**src/rtl/mul16_seq_pkg.sv**
```systemverilog
// mul16_seq_pkg
//   Shared types and constants for the sequential 16x16 multiplier.
//   - state_t     : sequencer states (IDLE, MUL, DONE)
//   - STEP_*      : step encodings; bit 0 selects the high byte of a_q,
//                   bit 1 selects the high byte of b_q
//   - step_shift(): left shift applied to a step's 16-bit partial product
package mul16_seq_pkg;

  typedef enum logic [1:0] {
    IDLE = 2'd0,
    MUL  = 2'd1,
    DONE = 2'd2
  } state_t;

  localparam logic [1:0] STEP_LL = 2'd0;  // a_q[7:0]  * b_q[7:0]
  localparam logic [1:0] STEP_HL = 2'd1;  // a_q[15:8] * b_q[7:0]
  localparam logic [1:0] STEP_LH = 2'd2;  // a_q[7:0]  * b_q[15:8]
  localparam logic [1:0] STEP_HH = 2'd3;  // a_q[15:8] * b_q[15:8]

  // Byte weight of a partial product: 0, 8, 8 or 16 bit positions.
  function automatic logic [4:0] step_shift(input logic [1:0] step);
    logic [4:0] sh;
    case (step)
      STEP_LL: sh = 5'd0;
      STEP_HL: sh = 5'd8;
      STEP_LH: sh = 5'd8;
      STEP_HH: sh = 5'd16;
      default: sh = 5'd0;
    endcase
    return sh;
  endfunction

endpackage

```
**src/rtl/mul16_seq_mul8_unit.sv**
```systemverilog
// mul8_unit
//   Unsigned 8x8 -> 16 combinational multiplier. It is the only multiply
//   array in the sequencer and is time-shared across the four steps.
//   Ports:
//     a      in  8   multiplicand byte
//     b      in  8   multiplier byte
//     result out 16  a * b
module mul8_unit (
  input  logic [7:0]  a,
  input  logic [7:0]  b,
  output logic [15:0] result
);

  assign result = 16'(a) * 16'(b);

endmodule

```
**src/rtl/mul16_seq.sv**
```systemverilog
// mul16_seq
//   Unsigned 16x16 -> 32 multiplier that runs one shared 8x8 array over four
//   cycles, accumulating byte-weighted partial products.
//
//   Handshakes: a transfer on either interface happens on a rising clock edge
//   where both valid and ready are high. req_ready is high only in IDLE and
//   resp_valid only in DONE; product and resp_valid are held stable until the
//   consumer raises resp_ready. Neither ready nor valid depends
//   combinationally on the other side's signal.
//
//   Parameters:
//     SKIP_ZERO  1: a request with a zero operand skips the MUL steps.
//   Ports:
//     clk        in   1   clock, rising edge
//     rst        in   1   synchronous active-high reset
//     req_valid  in   1   requester presents a/b
//     req_ready  out  1   ready to accept (IDLE)
//     a          in  16   multiplicand, sampled on accept
//     b          in  16   multiplier, sampled on accept
//     resp_valid out  1   product valid (DONE)
//     resp_ready in   1   consumer takes the product
//     product    out 32   accumulator register
module mul16_seq
  import mul16_seq_pkg::*;
#(
  parameter int SKIP_ZERO = 1
) (
  input  logic        clk,
  input  logic        rst,
  input  logic        req_valid,
  output logic        req_ready,
  input  logic [15:0] a,
  input  logic [15:0] b,
  output logic        resp_valid,
  input  logic        resp_ready,
  output logic [31:0] product
);

  state_t      state;
  logic [1:0]  step;
  logic [15:0] a_q;
  logic [15:0] b_q;
  logic [31:0] acc;

  logic [7:0]  mul_a;
  logic [7:0]  mul_b;
  logic [15:0] partial;
  logic [31:0] partial_shifted;
  logic        zero_operand;

  // Operand byte selection follows the STEP_* encoding directly.
  assign mul_a = step[0] ? a_q[15:8] : a_q[7:0];
  assign mul_b = step[1] ? b_q[15:8] : b_q[7:0];

  mul8_unit u_mul8 (
    .a      (mul_a),
    .b      (mul_b),
    .result (partial)
  );

  assign partial_shifted = {16'd0, partial} << step_shift(step);
  assign zero_operand    = (SKIP_ZERO != 0) && ((a == 16'd0) || (b == 16'd0));

  // Outputs are pure decodes of registered state.
  assign req_ready  = (state == IDLE);
  assign resp_valid = (state == DONE);
  assign product    = acc;

  always_ff @(posedge clk) begin
    if (rst) begin
      state <= IDLE;
      step  <= STEP_LL;
      acc   <= 32'd0;
      a_q   <= 16'd0;
      b_q   <= 16'd0;
    end else begin
      case (state)
        IDLE: begin
          if (req_valid) begin
            a_q  <= a;
            b_q  <= b;
            acc  <= 32'd0;
            step <= STEP_LL;
            // A zero operand already has the right product (acc cleared).
            state <= zero_operand ? DONE : MUL;
          end
        end
        MUL: begin
          // Sum of all partials is < 2^32, so the wrap never happens.
          acc <= acc + partial_shifted;
          if (step == STEP_HH) begin
            step  <= STEP_LL;
            state <= DONE;
          end else begin
            step <= step + 2'd1;
          end
        end
        DONE: begin
          if (resp_ready) state <= IDLE;
        end
        default: begin
          state <= IDLE;
          step  <= STEP_LL;
        end
      endcase
    end
  end

endmodule

```
**config.mk**
```make
export PLATFORM = sky130hd
export DESIGN_NAME = mul16_seq
export DESIGN_NICKNAME = d
export VERILOG_FILES = /design/src/rtl/mul16_seq_pkg.sv /design/src/rtl/mul16_seq_mul8_unit.sv /design/src/rtl/mul16_seq.sv
export SDC_FILE = /design/constraint.sdc
export NUM_CORES = 1
export LEC_CHECK = 0
export ABC_AREA = 1
export CORE_MARGIN = 8
export CORE_UTILIZATION = 59
export DETAILED_ROUTE_END_ITERATION = 6
export PLACE_DENSITY = 0.94
export SETUP_SLACK_MARGIN = 0.5
export SYNTH_ARGS = -nofsm -noshare
export SYNTH_HDL_FRONTEND = slang
export SYNTH_SLANG_ARGS = --single-unit
```
**constraint.sdc**
```tcl
create_clock -name clk -period 7.7 [get_ports clk]
set_clock_uncertainty 0.15 [all_clocks]
set_input_delay 1.155 -clock clk [delete_from_list [all_inputs] [get_ports clk]]
set_output_delay 1.155 -clock clk [all_outputs]
set_load 0.01 [all_outputs]
```
# Word-level counts from Yosys, hierarchy flattened
# Cells that the tools add are included.
[op_classes] mux=13 eq_ne=8 mul=1 n_bitwise=1 shift=1 n_addsub=2 n_reduce_logical=11
[op_table] op="$pmux 32 s2" n=1
[op_table] op="$add 32x32->32" n=1
[op_table] op="$logic_not 16->1" n=2
[op_table] op="$mux 32" n=1
[op_table] op="$shl 16x5->32" n=1
[op_table] op="$mul 8x8->16" n=1
[op_table] op="$mux 8" n=2
[op_table] op="$pmux 5 s3" n=1
[op_table] op="$mux 2" n=6
[op_table] op="$pmux 2 s3" n=2
[op_table] op="$eq 2x2->1 const B" n=3
[op_table] op="$reduce_and 2->1" n=3
[op_table] op="$eq 2x1->1 const B" n=2
[op_table] op="$logic_not 2->1" n=2
[op_table] op="$ne 2x2->1 const B" n=2
[op_table] op="$reduce_and 3->1" n=1
[op_table] op="$add 2x1->2 const B" n=1
[op_table] op="$ne 2x1->1 const B" n=1
[op_table] op="$reduce_bool 2->1" n=1
[op_table] op="$reduce_or 2->1" n=1
[op_table] op="$logic_or 1x1->1" n=1
[op_table] op="$not 1->1" n=1
[word_totals] regBits=68 output_inout_bits=34 in_bits=36

# Logic depth before layout (Yosys ltp)
[logic_depth] word_depth=6 depth_mapped=36

# By module
# From an unflattened synthesis, not the netlist that was laid out.
[hier_totals] hier_cells=1332 hier_area_um2=8045.2
[by_module_without_submodules] mod="mul16_seq" seq_area_each_um2=1361.3 instances=1 area_per_inst_um2=5632.9 cells_per_inst=954
[by_module_without_submodules] mod="mul8_unit" seq_area_each_um2=0.0 instances=1 area_per_inst_um2=2412.3 cells_per_inst=378

# Worst setup path after synthesis
# Ideal clock, no wire load.
[synth_timing] kind="reg2reg" startpoint="reg step[1]" endpoint="reg acc[18], in the netlist product[18]" path_slack_ns=1.510 required_ns=7.418 setup_ns=0.132 stages_incl_launch_ff=31 arrival_time_ns=5.908 path_cell_list="dfxtp_1 -> clkbuf_1 -> buf_2 -> o21ai_1 -> or2_2 -> fa_1 -> fa_1 -> inv_1 -> fa_1 -> inv_1 -> fa_1 -> inv_1 -> ha_1 -> nand2_1 -> nor2_1 -> a21oi_1 -> nor2_1 -> nor2_1 -> xor2_1 -> nand2_1 -> o21ai_0 -> nor2_1 -> ha_1 -> nand2_1 -> nor2_1 -> nand2_1 -> o21ai_2 -> a21oi_1 -> or2_1 -> nand3_1 -> a21oi_1"
[synth_via] elab_chain_cells=6 elab_cells_between_ends=11 classes_between="1 x add/sub; 1 x mul; 3 x eq/ne; 1 x shift; 3 x mux; 2 x reduce/logical"
[synth_lines] item="start: declaration" line_no="mul16_seq.sv:40" source="logic [1:0] step;"
[synth_lines] item="start signal: assignment" line_no="mul16_seq.sv:95" source="step <= step + 2'd1;"
[synth_lines] item="branches (longest 3 deep; another with $mul 8x8->16)"
[synth_lines] item="$shl 16x5->32 *" line_no="mul16_seq.sv:61" source="assign partial_shifted = {16'd0, partial} << step_shift(step);"
[synth_lines] item="$add 32x32->32 *" line_no="mul16_seq.sv:90" source="acc <= acc + partial_shifted;"
[synth_lines] item="$pmux 32 s2 *" line_no="mul16_seq.sv:77" source="case (state)"
[synth_lines] item="end signal: assignment" line_no="mul16_seq.sv:90"
[synth_lines] item="end: declaration" line_no="mul16_seq.sv:43" source="logic [31:0] acc;"
# Mark *: on every way between the ends. The select of a mux whose other input is x is not followed.
# A chain may end at the register's enable or synchronous reset.

# Worst setup path in the final report
[layout_timing] startpoint="reg step[0]" endpoint="reg acc[22], in the netlist product[22]"
[layout_via] elab_chain_cells=6 elab_cells_between_ends=11 classes_between="1 x add/sub; 1 x mul; 3 x eq/ne; 1 x shift; 3 x mux; 2 x reduce/logical"
[layout_lines] item="branches (longest 3 deep; another with $mul 8x8->16)"
[layout_lines] item="$shl 16x5->32 *" line_no="mul16_seq.sv:61"
[layout_lines] item="$add 32x32->32 *" line_no="mul16_seq.sv:90"
[layout_lines] item="$pmux 32 s2 *" line_no="mul16_seq.sv:77"
# Marks and branches as above.

==> impl_metrics.yaml <==
run_status:
  run_status: "finished, final reports clean"
grt:
  grt_usage_pct: 26.2
  grt_pass1_wl_mm: 32.0
  via_count_of_the_first_global_routing_pass: 6583
  grt_max_degree: 69
  grt_antenna_before_repair: 0
  grt.overflow.total: 0
drt:
  drt-vias-per-instance: 5.88
  detail_route.wirelength_mm: 19.8
  drc_viols: 0
  firstDrtPassIters: 6
  dr.first_iter.drc_count: 776
  routedWlPerCell_um: 16.3
  antenna_violating_nets_post_route: 0
  vias: 7150
synth:
  synth-seq-area-share_pct: 19.9
  ys_async_sr_fraction_pct: 0
  synth_edf_count: 0
  synth_cell_types: 42
  syn_area_um2: 6840
  syn_area_per_cell_um2: 6.80
  yosysTopAreaCell: "sky130_fd_sc_hd__dfxtp_1"
  synthesis.instances: 1006
  synth_top_flop_cell: "sky130_fd_sc_hd__dfxtp_1"
  synth_top_cells_by_area: "sky130_fd_sc_hd__dfxtp_1, sky130_fd_sc_hd__ha_1, sky130_fd_sc_hd__nand2_1"
  yosys.area.top_type_share_pct: 19.9
  yosysWarnings: 0
  syn-num-nets: 1147
  yosys_register_bits: 68
critical_path:
  path_buf_inv: 3
  worst_path_dominant_cell_family: "adder cells"
  critPathLaunchType: "flop"
  highest_delay_cell_along_the_critical_path: "sky130_fd_sc_hd__fa_1"
  worstPathArrival_ns: 6.86
  timing.critical_path.fanout_max: 11
  timing.critical_path.slowest_cell_delay_ns: 0.56
  cp_data_required_time_ns: 7.75
  timing.critical_path.to_type: "flop"
  critPathMostFrequentCell: "sky130_fd_sc_hd__nand2_1"
  path_class: "reg2reg"
cells_and_area:
  final-seq-area_um2: 1370
  antenna_cells: 0
  drive_above_1_share_pct: 7.00
  area_growth_pct: 16.5
  fin_cells: 1215
  multi_input_comb_area_um2: 4900
  final_net_count: 1208
  finalCoreUtilization_pct: 70.1
  fillers: 923
pwr:
  logic_pwr_share_pct: 37.6
  cellInternalPower_uw: 806
  leakage_nw: 3.66
  clkPwrFrac_pct: 31.7
  pwr_density_cell_nw_per_um2: 165
  switching_fraction_pct: 38.5
  max-vdd-ir-drop_v: 0.000148
  switching_power_uw: 505
  seq_power_share_pct: 30.7
timing:
  worstMarginPinSlew_ns: 1.05
  worst_path_setup_slack_after_routing_ns: 0.890
  timing.slew.headroom_pct: 30.2
  timing.setup.tns_ns: 0
  setup-violations-final: 0
  final.period_utilization_pct: 88.4
  report.final.hold_viol_count: 0
  rsz0062_at_grt: "no"
  max_clock_freq_mhz: 147
  min_period_ns: 6.81
  drv_slew: 0
floorplanning:
  ios: 70
  row_count: 39
  floorplan.die.width_um: 124
  placeableCoreArea_um2: 11400
  die-height_um: 124
  initial_core_util_pct: 60.1
  die_area_um2: 15300
clock_network:
  tritoncts.num_buffers: 9
  clk-insertion-delay-late_ns: 0.35
  clock_tree.root_cell: "sky130_fd_sc_hd__clkbuf_16"
  cts-htree-levels: 3
  clk_pin_slew_ns: 0.06
  post_cts_buffers: 0
  cts.path.max_buffers: 2
  clkSinkCount: 68
  cts_tree: "yes"
place:
  placement.setup.worst_slack_ns: 0.458
  placed_cells_incl_taps: 1199
  place.detailed.hpwl_mm: 15.3
  placement.io_buffers: 69
  place.gp.congestion: 1.03
worst_hold_path:
  hold_path_class: "reg2reg"
flow_run:
  timing.max_cap.violations: 0
per-layer routing:
metal,track usage [%],share of wire (%)
met1,36.8,44
met2,39.4,44
met3,4.71,9.2
met4,9.56,2.2
met5,0,0
synth_stat cells (12+ instances only):
cell type and count:
sky130_fd_sc_hd__nand2_1 213, sky130_fd_sc_hd__dfxtp_1 68, sky130_fd_sc_hd__o21ai_0 42, sky130_fd_sc_hd__nor2_1 124
sky130_fd_sc_hd__fa_1 37, sky130_fd_sc_hd__o21ai_1 14, sky130_fd_sc_hd__a21o_1 12, sky130_fd_sc_hd__clkbuf_1 14
sky130_fd_sc_hd__ha_1 68, sky130_fd_sc_hd__a21oi_1 124, sky130_fd_sc_hd__inv_1 125, sky130_fd_sc_hd__or2_2 19
sky130_fd_sc_hd__nand3_1 39
per-stage QoR:
| stage | hold slack (ns) | total power, mW | instance area, µm² |
|---|---|---|---|
| final | 0.321 | 1.31 | 7970 |
| after global routing | 0.334 | 1.38 | 7970 |
| after CTS | 0.315 | 1.30 | 7910 |
| after detailed placement | 0.303 | 0.879 | 7620 |
| after global placement | 0.299 | 0.866 | 7620 |
| after floorplan | 0.289 | 0.736 | 6840 |
flip-flops by register name (all words and copies together), names as in the netlist:
register,count
product,32
b_q,16
step,2
state,2
a_q,16
worst paths after layout:
kind,slack [ns],from,cells after the start,endpoint
max reg2reg,0.89,step[0]$_SDFFE_PP0P_,31,product[22]$_SDFFE_PP0P_
min,0.32,a_q[10]$_SDFFE_PP0P_,2,a_q[10]$_SDFFE_PP0P_
min reg2reg,0.32,a_q[10]$_SDFFE_PP0P_,2,a_q[10]$_SDFFE_PP0P_
max,0.89,step[0]$_SDFFE_PP0P_,31,product[22]$_SDFFE_PP0P_
power by group through the flow:
stage	registers, mW	logic [mW]	clock network, mW
detailed placement	0.407	0.473	0
global route	0.405	0.544	0.432
global placement	0.406	0.461	0
finish	0.402	0.493	0.416
CTS	0.400	0.479	0.419
floorplan	0.402	0.334	0
cell usage in the layout, fill, tap and decap left out, drive strengths merged, types with 12 or more instances in the layout:
cell           netlist  routed
nand2              218     218
a21oi              127     127
inv                126     126
nor2               125     125
clkdlybuf4s50        0      68
ha                  68      68
dfxtp               68      68
o21ai               61      61
nand3               40      40
fa                  37      37
or2                 24      24
a21o                12      12
cell type report:
class	count	area share, %
clock buffer	10	2.87
clock inverter	6	0.817
inverter	126	5.94
multi-input combinational	784	61.5
sequential	68	17.2
tap	143	2.25
timing repair buffer	78	9.45
timing repair:
action,4_1_cts,5_1_grt
gates cloned,0,0
pin swaps,0,0
hold buffers,0,0
resized for setup,1,14
endpoints found under the setup margin,4,20
logic make-up after synthesis:
| group | after synthesis | synth area share (%) |
|---|---|---|
| buf+inv | 154 | 9.15 |
| simple gates | 433 | 26.7 |
| flops | 68 | 19.9 |
| mux | 6 | 0.878 |
| fa+ha+maj | 105 | 23.3 |
| compound gates | 230 | 18.8 |
| xor+xnor | 10 | 1.28 |
tightest hold or removal path: cells and delay by family (launching register included):
kind            cells  cell delay [ns]
simple gates        1             0.06
flops               1             0.31
compound gates      1             0.05
No activity file was read; power rests on OpenSTA's default activity.
